===== config.mk =====
export PLATFORM = sky130hd
export DESIGN_NAME = myadd_and_unit
export DESIGN_NICKNAME = d
export VERILOG_FILES = /design/src/rtl/myadd_pkg.sv /design/src/rtl/myadd_and_unit_sat_counter.sv /design/src/rtl/myadd_and_unit.sv
export SDC_FILE = /design/constraint.sdc
export NUM_CORES = 1
export LEC_CHECK = 0
export CAP_MARGIN = 20
export CELL_PAD_IN_SITES_DETAIL_PLACEMENT = 0
export CELL_PAD_IN_SITES_GLOBAL_PLACEMENT = 2
export CORE_ASPECT_RATIO = 0.7
export CORE_MARGIN = 4
export CORE_UTILIZATION = 26
export DETAILED_ROUTE_END_ITERATION = 10
export PLACE_DENSITY = 0.85
export SLEW_MARGIN = 10
export SYNTH_ARGS = -nofsm -noshare
export SYNTH_HDL_FRONTEND = slang
export SYNTH_SLANG_ARGS = --single-unit
export TNS_END_PERCENT = 50

===== constraint.sdc =====
create_clock -name clk -period 1.6 [get_ports clk]
set_input_delay 0.32 -clock clk [delete_from_list [all_inputs] [get_ports clk]]
set_output_delay 0.32 -clock clk [all_outputs]
set_load 0.1 [all_outputs]

===== src/rtl/myadd_pkg.sv =====
// Shared constants and helpers for the registered AND unit.
package myadd_pkg;

  localparam int unsigned DEF_WIDTH = 32'd1;
  localparam int unsigned DEF_CNT_W = 32'd8;

  localparam logic [1:0] COMBO_00 = 2'd0;
  localparam logic [1:0] COMBO_01 = 2'd1;
  localparam logic [1:0] COMBO_10 = 2'd2;
  localparam logic [1:0] COMBO_11 = 2'd3;

  // One-hot coverage bit for the {a0,b0} input combination.
  function automatic logic [3:0] combo_onehot(input logic a0, input logic b0);
    logic [3:0] onehot;
    case ({a0, b0})
      COMBO_00: onehot = 4'b0001;
      COMBO_01: onehot = 4'b0010;
      COMBO_10: onehot = 4'b0100;
      COMBO_11: onehot = 4'b1000;
      default:  onehot = 4'b0000;
    endcase
    return onehot;
  endfunction

endpackage


===== src/rtl/myadd_and_unit_sat_counter.sv =====
// Saturating up-counter with synchronous clear taking priority over increment.
module sat_counter #(
  parameter int unsigned W = 32'd8
) (
  input  logic         clk,
  input  logic         rst_n,
  input  logic         clr,
  input  logic         inc,
  output logic [W-1:0] count
);

  logic [W-1:0] count_r;
  logic         at_max_s;

  assign at_max_s = (count_r == {W{1'b1}});

  // Counter state: clear wins, increment stops at the all-ones value.
  always_ff @(posedge clk or negedge rst_n) begin
    if (!rst_n) begin
      count_r <= {W{1'b0}};
    end else if (clr) begin
      count_r <= {W{1'b0}};
    end else if (inc && !at_max_s) begin
      count_r <= count_r + {{(W-1){1'b0}}, 1'b1};
    end else begin
      count_r <= count_r;
    end
  end

  assign count = count_r;

endmodule


===== src/rtl/myadd_and_unit.sv =====
// Registered, valid-qualified bitwise AND with all-ones hit counting
// and {a[0],b[0]} input-combination coverage.
module myadd_and_unit
  import myadd_pkg::*;
#(
  parameter int unsigned WIDTH = DEF_WIDTH,
  parameter int unsigned CNT_W = DEF_CNT_W
) (
  input  logic             clk,
  input  logic             rst_n,
  input  logic             in_valid,
  input  logic [WIDTH-1:0] a,
  input  logic [WIDTH-1:0] b,
  input  logic             stat_clr,
  output logic [WIDTH-1:0] f,
  output logic             out_valid,
  output logic [CNT_W-1:0] hit_count,
  output logic [3:0]       combo_seen,
  output logic             all_seen
);

  logic [WIDTH-1:0] and_s;
  logic             hit_inc_s;
  logic [WIDTH-1:0] f_r;
  logic             out_valid_r;
  logic [3:0]       combo_r;

  assign and_s     = a & b;
  assign hit_inc_s = in_valid & (&and_s);

  // Result register: loads on accepted samples, holds otherwise.
  always_ff @(posedge clk or negedge rst_n) begin
    if (!rst_n) begin
      f_r         <= {WIDTH{1'b0}};
      out_valid_r <= 1'b0;
    end else begin
      out_valid_r <= in_valid;
      if (in_valid) begin
        f_r <= and_s;
      end else begin
        f_r <= f_r;
      end
    end
  end

  // Sticky coverage bitmap; a clear discards the same-edge sample.
  always_ff @(posedge clk or negedge rst_n) begin
    if (!rst_n) begin
      combo_r <= 4'b0000;
    end else if (stat_clr) begin
      combo_r <= 4'b0000;
    end else if (in_valid) begin
      combo_r <= combo_r | combo_onehot(a[0], b[0]);
    end else begin
      combo_r <= combo_r;
    end
  end

  sat_counter #(
    .W (CNT_W)
  ) u_hit_cnt (
    .clk   (clk),
    .rst_n (rst_n),
    .clr   (stat_clr),
    .inc   (hit_inc_s),
    .count (hit_count)
  );

  assign f          = f_r;
  assign out_valid  = out_valid_r;
  assign combo_seen = combo_r;
  assign all_seen   = &combo_r;

endmodule


==> reports/summary.txt, run 1 <==
Post-DP HPWL -> 1470 um
Routed wire length per instance -> 14.6 um
Tmin final -> 1.47 ns
Initial antenna violation count -> 0
Clock power frac -> 27.7%
Hold_buf cts -> 0
Final hold violation count -> 0
Post-route DRC -> 0
Most frequent cells in the layout -> 15 x buf_12, 11 x nor2_1, 8 x buf_4
Fill count -> 217
Row cnt -> 14
Synthesized area -> 659 um^2
Final Max Slew Viols -> 0
Placed cell area -> 1150 um^2
Post-CTS Setup Bufs -> 0
Via density -> 4.87
Clock skew -> 0.00120 ns
DIE WIDTH -> 68.2 um
Global placement routability congestion -> 0.710
Post-synthesis average cell area -> 10.3 um^2
Max VDD drop -> 0.000344 V
Register area -> 380 um^2
Leakage dissipation -> 0.480 nW
Number of max-cap violations -> 0
Synth-to-Final Area Change -> 78.6%
H-Tree Level Count -> 1
First-pass iteration count of the detailed router -> 4
Starting density of the core -> 29.0%
Layout cell share with drive strength beyond 1 -> 45.3%
Clock Latency Late Sink -> 0.28 ns
Critical path class -> primary input to flop
Vias in the first global route -> 591
First-pass GRT wire length -> 3010 um
RSZ-0062 raised after global routing -> false
Post-synthesis sequential area ratio -> 53.1%
Overflow left after global routing -> 0
Switch share -> 31.3%
DR vias -> 618
Critical path fanouts, max -> 4
PD cells -> 658 nW/um^2
Met3 routed WL -> 111 um
Status -> finished clean
Endpoint class of the critical path -> flop
Total internal power -> 0.000532 W
Wire length on met1 -> 820 um
WP data required -> 1.77 ns
Antenna diodes -> 0
Worst Max-Slew Pin Slew -> 0.267 ns
DRT antenna net count -> 0
Pin count of the biggest net entering global routing -> 15
DRT Wirelength -> 1850 um
Distinct cell type count after synthesis -> 26
Total power -> 0.000775 W
Clk root buf -> clkbuf_4
CTS sink count -> 14
Nets@finish -> 103
GRT Total Usage -> 12.0%
Core area -> 2280 um^2
Fmax -> 0.679 GHz
Relative slew slack -> 82.1%
Port buffer count -> 20
Clock Pin Slew Worst Setup and Hold Paths -> 0.09 ns
DR iter-0 viols -> 27
CTS tree -> yes
Net Switching -> 0.000243 W
Die Y-Extent -> 50.1 um
Cts bufs inserted -> 3
Cells after Synth -> 64
Sequential power share -> 49.1%
Logic pwr share -> 23.2%
Top-Level Pins -> 21
Area of the multi-input gates -> 309 um^2
Die area -> 3420 um^2
CTS Buffer Depth -> 2
Post-CTS Resized -> 0
Final instance area -> 1180 um^2
Metal2 WL -> 900 um
Crit start category -> primary input
YS warnings -> 0
Final setup vio count -> 0
Max layer used -> met4
Most common cell after layout, fill and taps aside -> buf_12
Worst Path Arrival -> 1.64 ns
R2R depth -> 4
Number of synthesized register bits -> 14
Worst min-delay path category -> primary input to asynchronous set/reset pin
Post-synth net total -> 71
Period utilization -> 92.0%
[power by group through the flow]
stage          registers [W]  logic (W)  clock network, W
6_report            0.000380   0.000180          0.000215
5_1_grt             0.000382   0.000189          0.000245
4_1_cts             0.000380   0.000183          0.000221
3_5_place_dp        0.000388   0.000182                 0
3_3_place_gp        0.000388   0.000180                 0
2_1_floorplan       0.000456  0.0000195                 0
[cell families after synthesis]
| group | Yosys count | synth area share [%] |
|---|---|---|
| DFF | 14 | 53.1 |
| AOI/OAI and AO/OA | 14 | 13.9 |
| adders and majority gates | 1 | 1.90 |
| buffers and inverters | 4 | 2.28 |
| muxes | 4 | 6.26 |
| and+or+nand+nor | 26 | 21.3 |
| xor gates and xnor gates | 1 | 1.33 |
[state kept, by name, indices dropped and copies added, names as in the netlist]
register,cells
combo_seen,4
u_hit_cnt.count,8
out_valid,1
f,1
[worst paths after layout]
check                                                     from                        endpoint  slack [ns]
worst max-delay path                                  in_valid  u_hit_cnt.count[5]$_DFFE_PN0P_        0.13
worst min-delay path                                     rst_n       combo_seen[1]$_DFFE_PN0P_        0.34
worst max register to register  u_hit_cnt.count[0]$_DFFE_PN0P_  u_hit_cnt.count[5]$_DFFE_PN0P_        0.17
worst min register to register                   f$_DFFE_PN0P_                   f$_DFFE_PN0P_        0.55
max in group asynchronous                                rst_n  u_hit_cnt.count[2]$_DFFE_PN0P_        1.07
min in group clk                                 f$_DFFE_PN0P_                   f$_DFFE_PN0P_        0.55
[layer usage]
layer | global-route usage, % | up-vias
met5 | 0 | -
met3 | 4.24 | 2
li1 | - | 295
met1 | 16.2 | 290
met4 | 3.96 | 0
met2 | 17.9 | 31
[Yosys cell counts]
library cell / instances / area, um^2
a21oi_1: 1 / 5.00
nor2_4: 1 / 11.3
ha_1: 1 / 12.5
xor2_1: 1 / 8.76
nor4_1: 1 / 6.26
dfrtp_1: 14 / 350
and3_2: 1 / 7.51
and4_1: 1 / 8.76
o21ai_0: 1 / 5.00
mux2_1: 1 / 11.3
nand4_2: 1 / 12.5
and4b_1: 1 / 10.0
nand3_1: 1 / 5.00
mux2i_1: 3 / 30.0
a211oi_1: 3 / 22.5
o2111ai_1: 1 / 8.76
clkbuf_1: 1 / 3.75
nand2_1: 5 / 18.8
nor2_1: 11 / 41.3
a31oi_1: 6 / 37.5
nor2b_1: 1 / 6.26
nand4_1: 1 / 6.26
o21ai_1: 1 / 5.00
inv_1: 3 / 11.3
a21o_1: 1 / 7.51
and3_1: 1 / 6.26
[worst max-delay path, cell delays in order]
cell             delay (ns)
clkdlybuf4s50_1        0.53
nand4_2                0.17
nor2_4                 0.15
o2111ai_1              0.14
mux2_1                 0.33
[through the flow]
step	cells	setup slack (ns)	setup TNS [ns]	hold WS [ns]	utilization, %
floorplan	64	0.00404	0	0.0244	-
global placement	123	-0.112	-0.348	0.529	50.5
detailed placement	123	-0.147	-0.572	0.531	50.5
CTS	127	0.145	0	0.340	51.7
global route	127	0.0858	0	0.324	51.7
finish	127	0.128	0	0.338	51.7
[final cells by class]
| cell class | instances | share of cell area [%] |
|---|---|---|
| Multi-Input combinational cell | 46 | 26.2 |
| Timing Repair Buffer | 28 | 34.9 |
| Sequential cell | 14 | 32.3 |
| Clock buffer | 4 | 2.23 |
| Tap cell | 32 | 3.40 |
| Inverter | 3 | 0.956 |
No activity file was read; power rests on OpenSTA's default activity.
==> inputs of run 2 (changes only) <==
- PLACE_DENSITY: 0.85 -> 0.78
==> run 2 against run 1 <==
  * Maximum frequency decreased by 2.1%
  * Global-route usage decreased by 0.35 points
  * Count of clock-buffer cells in the layout unchanged
  * Critical path type unchanged
  * Cell count unchanged
  * First-iteration DRC count decreased by 48%
  * Power decreased by 1.3%
  * Worst setup slack got worse by 0.032 ns
==> reports/summary.txt, run 2 (synthesis results as in run 1) <==
Peak per-stage delay on the critical path -> 0.55 ns (+0.02 ns)
Most frequent cells in the layout -> 15 x buf_12, 11 x nor2_1, 8 x buf_4
Global placement routability congestion -> 0.732 (+3.2%)
Port buffer count -> 20 (unchanged)
Switch share -> 30.4% (-0.90 points)
Worst min-delay path category -> primary input to asynchronous set/reset pin
Core area -> 2280 um^2 (unchanged)
Starting density of the core -> 29.0% (unchanged)
Die area -> 3420 um^2 (unchanged)
Cts bufs inserted -> 3 (unchanged)
Pin count of the biggest net entering global routing -> 15 (unchanged)
Sequential power share -> 49.7% (+0.6 points)
Placed cell area -> 1150 um^2 (unchanged)
Clk root buf -> clkbuf_4
Post-DP HPWL -> 1330 um (-10%)
Vias in the first global route -> 605 (+2.4%)
Buffers plus inverters on the worst setup path -> 1 (unchanged)
Endpoint class of the critical path -> flop
Total internal power -> 0.000532 W (about the same)
Layout cell share with drive strength beyond 1 -> 45.3% (unchanged)
Initial antenna violation count -> 0 (unchanged)
Status -> finished clean
Max VDD drop -> 0.000454 V (+32%)
Final setup vio count -> 0 (unchanged)
Final hold slack -> 0.333 ns (-0.00525 ns)
Final instance area -> 1180 um^2 (unchanged)
Delay-heaviest family, CP -> buffers and inverters
Period utilization -> 94.0% (+2.0 points)
First-pass GRT wire length -> 2970 um (-1.2%)
DR iter-0 viols -> 14 (-48%)
Setup tns final -> 0 ns (unchanged)
Net Switching -> 0.000233 W (-4.1%)
Overflow left after global routing -> 0 (unchanged)
CTS sink count -> 14 (unchanged)
Synth-to-Final Area Change -> 78.6% (unchanged)
RR Endpoint -> u_hit_cnt.count[5]$_DFFE_PN0P_
Clock power frac -> 26.9% (-0.8 points)
Reg2reg setup slack -> 0.15 ns (-0.02 ns)
Slowest-stage cell, CP -> clkdlybuf4s50_1
Clock skew -> 0.0116 ns (+0.0104 ns)
Crit path launch -> in_valid
Die Y-Extent -> 50.1 um (unchanged)
WP data required -> 1.76 ns (about the same)
Post-CTS Setup Bufs -> 0 (unchanged)
Tmin final -> 1.50 ns (+0.0320 ns)
GRT Total Usage -> 11.7% (-0.35 points)
Nets@finish -> 103 (unchanged)
Critical path fanouts, max -> 4 (unchanged)
Relative slew slack -> 81.5% (-0.62 points)
Final core utilization -> 51.7% (unchanged)
Clock Pin Slew Worst Setup and Hold Paths -> 0.09 ns (about the same)
Antenna diodes -> 0 (unchanged)
Routed wire length per instance -> 13.0 um (-11%)
Via density -> 4.65 (-4.4%)
Crit-path cells -> clkdlybuf4s50_1, nand4_2, nor2_4, o2111ai_1, mux2_1
Most common cell after layout, fill and taps aside -> buf_12
Row cnt -> 14 (unchanged)
PD cells -> 649 nW/um^2 (-1.3%)
Worst Path Arrival -> 1.66 ns (+0.02 ns)
DR vias -> 591 (-4.4%)
Top-Level Pins -> 21 (unchanged)
DIE WIDTH -> 68.2 um (unchanged)
DRT Wirelength -> 1650 um (-11%)
Final Max Slew Viols -> 0 (unchanged)
Total power -> 0.000765 W (-1.3%)
Flip-flop count of the largest register after layout -> 8 (unchanged)
Leakage dissipation -> 0.480 nW (unchanged)
Hold_buf cts -> 0 (unchanged)
Post-CTS Resized -> 0 (unchanged)
CTS tree -> yes
RSZ-0062 raised after global routing -> false
H-Tree Level Count -> 1 (unchanged)
Number of max-cap violations -> 0 (unchanged)
DRT antenna net count -> 0 (unchanged)
R2R depth -> 4 (unchanged)
Final hold violation count -> 0 (unchanged)
Post-route DRC -> 0 (unchanged)
Crit start category -> primary input
Fill count -> 210 (-3.2%)
CTS Buffer Depth -> 2 (unchanged)
Clock Latency Late Sink -> 0.28 ns (about the same)
First-pass iteration count of the detailed router -> 4 (unchanged)
Fmax -> 0.665 GHz (-2.1%)
Worst Max-Slew Pin Slew -> 0.276 ns (+0.00849 ns)
Critical path class -> primary input to flop
Logic pwr share -> 23.4% (+0.2 points)
Reg-to-reg startpoint -> u_hit_cnt.count[0]$_DFFE_PN0P_
## run 2: layout make-up
type	count	area [um^2]	area share (%)
repair buffers	28	410	34.9
flip-flops and latches	14	380	32.3
multi-input cells	46	309	26.2
well taps	32	40.0	3.40
clock buffers	4	26.3	2.23
inverters	3	11.3	0.956
## run 2: how the worst max path moves through the flow
stage	to	cells past startpoint	slack, ns
3_3_place_gp	u_hit_cnt.count[5]$_DFFE_PN0P_	5	-0.13
2_1_floorplan	u_hit_cnt.count[5]$_DFFE_PN0P_	3	0.004
6_report	u_hit_cnt.count[5]$_DFFE_PN0P_	5	0.1
3_5_place_dp	u_hit_cnt.count[5]$_DFFE_PN0P_	5	-0.18
5_1_grt	u_hit_cnt.count[5]$_DFFE_PN0P_	5	0.05
4_1_cts	u_hit_cnt.count[5]$_DFFE_PN0P_	5	0.11
## run 2: per-layer routing
layer  global-route usage (%)  vias to the layer above  wire (um)
met5                        0                        -          0
met4                     4.95                        0         19
met3                     3.35                        2         78
met2                     16.8                       16        731
met1                     16.3                      279        821
li1                         -                      294          -
## run 2: worst reg2reg max path, stage by stage, from the launching register on
cell,delay (ns)
dfrtp_4,0.47
ha_4,0.17
nand2_1,0.10
o2111ai_1,0.24
mux2_1,0.34
## run 2: through the flow
step | setup WS (ns) | instances
final | 0.0958 | 127
after floorplan | 0.00404 | 64
after global routing | 0.0456 | 127
after global placement | -0.126 | 123
after CTS | 0.109 | 127
after detailed placement | -0.183 | 123
## run 2: power by group through the flow
stage / clock, W / sequential (W) / combinational [W]
floorplan: 0 / 0.000456 / 0.0000195
global placement: 0 / 0.000388 / 0.000180
detailed placement: 0 / 0.000388 / 0.000180
CTS: 0.000215 / 0.000380 / 0.000181
global route: 0.000239 / 0.000382 / 0.000189
finish: 0.000206 / 0.000380 / 0.000179
==> inputs of run 3 (changes only) <==
- ABC_CLOCK_PERIOD_IN_PS: unset -> 1600
- GPL_TIMING_DRIVEN: unset -> 1
==> results of run 3 <==
Same layout as run 2: the final DEF is identical, and so are final timing and power.
